==> src/rtl/seq_restoring_divider.sv <==
// Sequential restoring divider, one trial subtraction per clock.
// Define SIGNED_DIV_EN for two's-complement operands (adds a FIX cycle).
module seq_restoring_divider #(
  parameter int WIDTH = 4
) (
  input  logic             clk,
  input  logic             rst_n,
  input  logic             start,
  input  logic [WIDTH-1:0] dividend,
  input  logic [WIDTH-1:0] divisor,
  output logic             busy,
  output logic             done,
  output logic [WIDTH-1:0] quotient,
  output logic [WIDTH-1:0] remainder,
  output logic             div_by_zero
);

  localparam int CW = $clog2(WIDTH + 1);

`ifdef SIGNED_DIV_EN
  typedef enum logic [1:0] {IDLE, CALC, DBZ, FIX} state_t;
`else
  typedef enum logic [1:0] {IDLE, CALC, DBZ} state_t;
`endif

  state_t           state_q;
  logic [CW-1:0]    cnt_q;
  logic [WIDTH:0]   r_q;
  logic [WIDTH-1:0] q_q;
  logic [WIDTH-1:0] d_q;
  logic [WIDTH-1:0] n_q;
  logic             busy_q;
  logic             done_q;
  logic [WIDTH-1:0] quo_q;
  logic [WIDTH-1:0] rem_q;
  logic             dbz_q;
`ifdef SIGNED_DIV_EN
  logic             qneg_q;
  logic             rneg_q;

  function automatic logic [WIDTH-1:0] mag(
    input logic [WIDTH-1:0] x
  );
    return x[WIDTH-1] ? (~x + WIDTH'(1)) : x;
  endfunction
`endif

  logic [WIDTH:0]   r_sh;
  logic [WIDTH+1:0] sum;
  logic             carry;
  logic [WIDTH:0]   r_d;
  logic [WIDTH-1:0] q_d;

  // Trial subtract as A + ~B + 1; carry-out high means no borrow.
  always_comb begin
    r_sh  = {r_q[WIDTH-1:0], q_q[WIDTH-1]};
    sum   = {1'b0, r_sh}
          + {1'b0, ~{1'b0, d_q}}
          + (WIDTH+2)'(1);
    carry = sum[WIDTH+1];
    r_d   = carry ? sum[WIDTH:0] : r_sh;
    q_d   = {q_q[WIDTH-2:0], carry};
  end

  always_ff @(posedge clk or negedge rst_n) begin
    if (!rst_n) begin
      state_q <= IDLE;
      cnt_q   <= '0;
      r_q     <= '0;
      q_q     <= '0;
      d_q     <= '0;
      n_q     <= '0;
      busy_q  <= 1'b0;
      done_q  <= 1'b0;
      quo_q   <= '0;
      rem_q   <= '0;
      dbz_q   <= 1'b0;
`ifdef SIGNED_DIV_EN
      qneg_q  <= 1'b0;
      rneg_q  <= 1'b0;
`endif
    end else begin
      done_q <= 1'b0;
      unique case (state_q)
        IDLE: begin
          if (start) begin
`ifdef SIGNED_DIV_EN
            q_q    <= mag(dividend);
            d_q    <= mag(divisor);
            qneg_q <= dividend[WIDTH-1] ^ divisor[WIDTH-1];
            rneg_q <= dividend[WIDTH-1];
`else
            q_q    <= dividend;
            d_q    <= divisor;
`endif
            n_q    <= dividend;
            r_q    <= '0;
            cnt_q  <= CW'(WIDTH);
            busy_q <= 1'b1;
            state_q <= (divisor == '0) ? DBZ : CALC;
          end
        end
        CALC: begin
          r_q   <= r_d;
          q_q   <= q_d;
          cnt_q <= cnt_q - CW'(1);
          if (cnt_q == CW'(1)) begin
`ifdef SIGNED_DIV_EN
            state_q <= FIX;
`else
            quo_q   <= q_d;
            rem_q   <= r_d[WIDTH-1:0];
            dbz_q   <= 1'b0;
            done_q  <= 1'b1;
            busy_q  <= 1'b0;
            state_q <= IDLE;
`endif
          end
        end
        DBZ: begin
          quo_q   <= '1;
          rem_q   <= n_q;
          dbz_q   <= 1'b1;
          done_q  <= 1'b1;
          busy_q  <= 1'b0;
          state_q <= IDLE;
        end
`ifdef SIGNED_DIV_EN
        FIX: begin
          quo_q   <= qneg_q ? (~q_q + WIDTH'(1)) : q_q;
          rem_q   <= rneg_q ? (~r_q[WIDTH-1:0] + WIDTH'(1))
                            : r_q[WIDTH-1:0];
          dbz_q   <= 1'b0;
          done_q  <= 1'b1;
          busy_q  <= 1'b0;
          state_q <= IDLE;
        end
`endif
        default: state_q <= IDLE;
      endcase
    end
  end

  assign busy        = busy_q;
  assign done        = done_q;
  assign quotient    = quo_q;
  assign remainder   = rem_q;
  assign div_by_zero = dbz_q;

endmodule

==> config.mk <==
export PLATFORM = sky130hd
export DESIGN_NAME = seq_restoring_divider
export DESIGN_NICKNAME = d
export VERILOG_FILES = /design/src/rtl/seq_restoring_divider.sv
export SDC_FILE = /design/constraint.sdc
export NUM_CORES = 1
export LEC_CHECK = 0
export ABC_AREA = 1
export BUFFER_PORTS_ARGS = -buffer_cell sky130_fd_sc_hd__buf_2
export CAP_MARGIN = 10
export CORE_MARGIN = 2
export CORE_UTILIZATION = 33
export DETAILED_ROUTE_END_ITERATION = 8
export MAX_ROUTING_LAYER = met4
export SKIP_LAST_GASP = 1
export SLEW_MARGIN = 20
export SYNTH_ARGS = -nofsm -noshare
export SYNTH_HDL_FRONTEND = slang
export SYNTH_SLANG_ARGS = --single-unit
==> constraint.sdc <==
create_clock -name clk -period 2.6 [get_ports clk]
set_input_delay 0.26 -clock clk [delete_from_list [all_inputs] [get_ports clk]]
set_output_delay 0.26 -clock clk [all_outputs]
set_load 0.02 [all_outputs]
Word-level counts from Yosys, hierarchy flattened
Cells that the tools add are included.
{"block": "totals", "ff_bits": 32, "in_bits": 11, "out_inout_bits": 11}
{"block": "op_classes", "n_addsub": 3, "eq_ne": 5, "n_mux": 21, "bitwise": 1, "reduce_logical": 10}
{"op": "$pmux 4 s2", "count": 4}
{"op": "$mux 4", "count": 5}
{"op": "$reduce_and 2->1", "count": 4}
{"op": "$add 5x5->6", "count": 1}
{"op": "$add 6x1->6 const B", "count": 1}
{"op": "$mux 2", "count": 3}
{"op": "$pmux 3 s2", "count": 1}
{"op": "$not 4->5", "count": 1}
{"op": "$logic_not 4->1", "count": 1}
{"op": "$ne 2x2->1 const B", "count": 2}
{"op": "$pmux 1 s2", "count": 2}
{"op": "$pmux 2 s2", "count": 1}
{"op": "$reduce_bool 2->1", "count": 2}
{"op": "$eq 3x1->1 const B", "count": 1}
{"op": "$mux 1", "count": 3}
{"op": "$mux 3", "count": 1}
{"op": "$pmux 1 s3", "count": 1}
{"op": "$reduce_and 3->1", "count": 1}
{"op": "$reduce_bool 3->1", "count": 1}
{"op": "$sub 3x1->3 const B", "count": 1}
{"op": "$eq 2x1->1 const B", "count": 1}
{"op": "$eq 2x2->1 const B", "count": 1}
{"op": "$logic_not 2->1", "count": 1}

Logic depth before layout (Yosys ltp)
{"block": "logic_depth", "word_depth": 6, "depth_mapped": 11, "mapped_depth_nobuf": 11}

Worst setup path before layout
Ideal clock, no wire load.
{"block": "synth_path", "path_kind": "register to register", "start": "register q_q[3]", "end": "register rem_q[2], in the netlist remainder[2]", "setup_ns": 0.116, "arrival_time_ns": 1.337, "t_required_ns": 2.484, "slack_ns": 1.147, "path_stages_with_launch": 10, "path_buffers": 0, "cell_sequence": "dfrtp_1 > inv_1 > ha_1 > inv_1 > fa_1 > xor2_1 > nand2_1 > nand3_1 > nand2_1 > nand2_1"}
{"block": "synth_between", "elab_chain_len": 5}
{"item": "start: declaration", "line": "29", "text": "logic [WIDTH-1:0] q_q;"}
{"item": "start signal: assignment", "line": "93", "text": "q_q <= dividend;"}
{"item": "start signal: assignment", "line": "105", "text": "q_q <= q_d;"}
{"item": "$add 5x5->6", "line": "58", "text": "+ {1'b0, ~{1'b0, d_q}}"}
{"item": "$add 6x1->6", "line": "59", "text": "+ (WIDTH+2)'(1);"}
{"item": "$mux 4", "line": "61", "text": "r_d = carry ? sum[WIDTH:0] : r_sh;"}
{"item": "$mux 4", "line": "107", "text": "if (cnt_q == CW'(1)) begin"}
{"item": "$pmux 4 s2", "line": "84", "text": "unique case (state_q)"}
{"item": "end signal: assignment", "line": "112", "text": "rem_q <= r_d[WIDTH-1:0];"}
{"item": "end signal: assignment", "line": "122", "text": "rem_q <= n_q;"}
{"item": "end: declaration", "line": "35", "text": "logic [WIDTH-1:0] rem_q;"}
Every way passes these cells. The select of a mux whose other input is x is not followed.
A chain may end at the register's enable or synchronous reset.

Worst setup path after layout
{"block": "layout_path", "start": "register state_q[1]", "end": "register rem_q[1], in the netlist remainder[1]"}
{"block": "layout_between", "elab_chain_len": 3}
{"item": "start: declaration", "line": "26", "text": "state_t state_q;"}
{"item": "start signal: assignment", "line": "100", "text": "state_q <= (divisor == '0) ? DBZ : CALC;"}
{"item": "$eq 2x1->1 or $eq 2x2->1 (tied branches)", "line": "84"}
{"item": "$ne 2x2->1 (no source line) or $reduce_bool 2->1 (tied branches)"}
{"item": "$reduce_and 2->1 (no source line)"}
Parallel ways exist; a longest one is shown, timed or not.

==> results.toml <==
[power]
total_power_mw = 2.53
p_per_area_nw_per_um2 = 1270
ir_drop_v = 0.000289
p_leak_nw = 1.07

[drt]
first_iter_violations = 112
drc = 0
drt-total-wl_mm = 3.65
wl_met2_mm = 1.57
num_vias = 1338
final_antenna_net_count = 0
top_layer = "met4"
routedWlPerCell_um = 12.0
first_pass_iters = 4
avgViaCountPerCell = 4.42
drt-met1-wl_mm = 1.86
dr_wl_met3_um = 128

[timing]
layout_min_cycle_time_ns = 1.84
rsz0062_at_grt = "false"
fmax_mhz = 542
tns_ns = 0
fin_crit_sh = 0.709
timing.final.hold_violations = 0
tightest_slew_ns = 0.710
fin_ws_ns = 0.756
setup_viol = 0
hold_ws_ns = 0.0149
slew_headroom = 0.527
finClkSkew_ns = 0.00557
drv_slew = 0

[worst_hold_path]
hp-class = "in -> async"

[global_route]
grt.overflow.total = 0
antenna_found_initial = 0
grt_max_degree = 33
grt_pass1_wl_mm = 6.64
track_usage = 0.149
grt_pass1_vias = 1396

[setup_path]
cpMaxStageDelayCell = "ha_1"
critPathKind = "reg -> reg"
cp_top_family = "adder cells"
cpMostUsedCell = "nand2_1"
critPathBufInv = 2
crit_path_cell_trace = "inv_1 -> ha_1 -> nand3_2 -> o21ai_4 -> inv_2 -> a21oi_1 -> nand2_1 -> nand2_1"
crit_cells = 8
critPathLaunchType = "register"
cp-end-kind = "register"
critical-path-max-stage-delay_ns = 0.52
required_ns = 2.83
ff2ff_path_depth = 8
cp.arrival_ns = 2.08
critical_path.max_fanout = 12

[logic_synthesis]
syn_inst = 207
synth_nets = 229
mappedNetlistArea_sq_um = 1710
synth_warnings = 0
synth.distinct_cells = 26
ys_seq_area_frac = 0.467
syn_avg_cell_area_sq_um = 8.28
yosys_register_bits = 32

[cts]
postCtsHoldBufs = 0
cts.repair.resized = 0
cts_buffer_depth = 2
clkLatencyLatePin_ns = 0.29
cts_buffers = 5
cts_tree = "yes"
clkSinkCount = 32
cts_setup_buffers = 0
cts.htree.levels = 2
clockRootBuffer = "clkbuf_8"
path_clk_slew_ns = 0.07

[finish]
area_growth_pct = 16.1
final_nets = 254
diodes = 0
final_cell_mix = "65 x nand2_1, 32 x dfrtp_1, 27 x inv_1, 21 x buf_2, 15 x o21ai_0"
final_common_cell = "nand2_1"
drive_above_1_share = 0.197

[run_status]
status = "finished clean"

[floorplanning]
fp.dieH_um = 76.1
row_count = 26
core_area_sq_um = 5070
initial_core_util = 0.338
dieArea_sq_um = 5790
die_w_um = 76.1
io_pins = 22

[place]
portBuffers = 21
dp_hpwl_mm = 2.75
place_ws_ns = 0.783
gp_congestion = 0.891

[job]
cap_violations = 0
[synth_stat cells (all sizes together)]
master,n,share of area
buf,1,0.0066
nor3b,1,0.0044
a21oi,5,0.021
xor2,2,0.010
clkbuf,2,0.010
nor2,12,0.034
o211ai,1,0.0044
o21a,1,0.0044
nand2,67,0.15
nand3,10,0.035
dfrtp,32,0.47
a31oi,1,0.0037
fa,1,0.012
nand4,4,0.015
ha,10,0.073
o21ai,22,0.071
o22ai,2,0.0073
inv,33,0.072
[routing by layer]
metal,track usage,vias to the layer above
met2,0.214,26
met4,0.0709,0
li1,-,699
met1,0.196,603
met3,0.0403,10
met5,-,-
[power by group]
part           internal, mW  switching (mW)
clock                 0.283           0.199
combinational         0.413           0.788
sequential            0.713           0.129
[area by class of cell]
class | instances | area (sq um)
clock inverters | 3 | 42.5
clock buffers | 5 | 68.8
repair buffers | 21 | 105
fillers | 556 | 3090
multi-input cells | 139 | 761
well taps | 70 | 87.6
inverters | 33 | 124
flip-flops and latches | 32 | 801
[worst paths after layout]
check | startpoint | end | slack, ns
hold reg to reg | quotient[2] | quotient[2] | 0.47
max in group asynchronous | rst_n | n_q[0] | 2.13
setup / recovery | state_q[1] | remainder[1] | 0.76
hold / removal | rst_n | r_q[0] | 0.01
setup reg to reg | state_q[1] | remainder[1] | 0.76
min in group clk | dividend[1] | n_q[1] | 0.24
[worst register-to-register path, stage by stage (launching register included)]
cell and delay (ns):
dfrtp_1 0.40, inv_1 0.11, ha_1 0.52, nand3_2 0.24, o21ai_4 0.13, inv_2 0.13
a21oi_1 0.13, nand2_1 0.06, nand2_1 0.05
[kinds of logic after synthesis]
kind of cell / share of synthesized area
buf+inv: 0.0890
fa+ha+maj: 0.0847
xor+xnor: 0.0102
compound gates: 0.112
simple gates: 0.237
flops: 0.467
[per-stage QoR]
step | util | instance area, sq um | instances
global route | 0.392 | 1990 | 303
floorplan | - | 1710 | 207
detailed placement | 0.370 | 1880 | 295
global placement | 0.370 | 1880 | 295
CTS | 0.392 | 1990 | 303
finish | 0.392 | 1990 | 303
[flip-flops by register name, summed over array words and instances, names as in the netlist]
register and cells:
n_q 4, done 1, r_q 4, busy 1, quotient 4, d_q 4
remainder 4, q_q 4, cnt_q 3, state_q 2, div_by_zero 1
(Power assumes the default switching activity.)
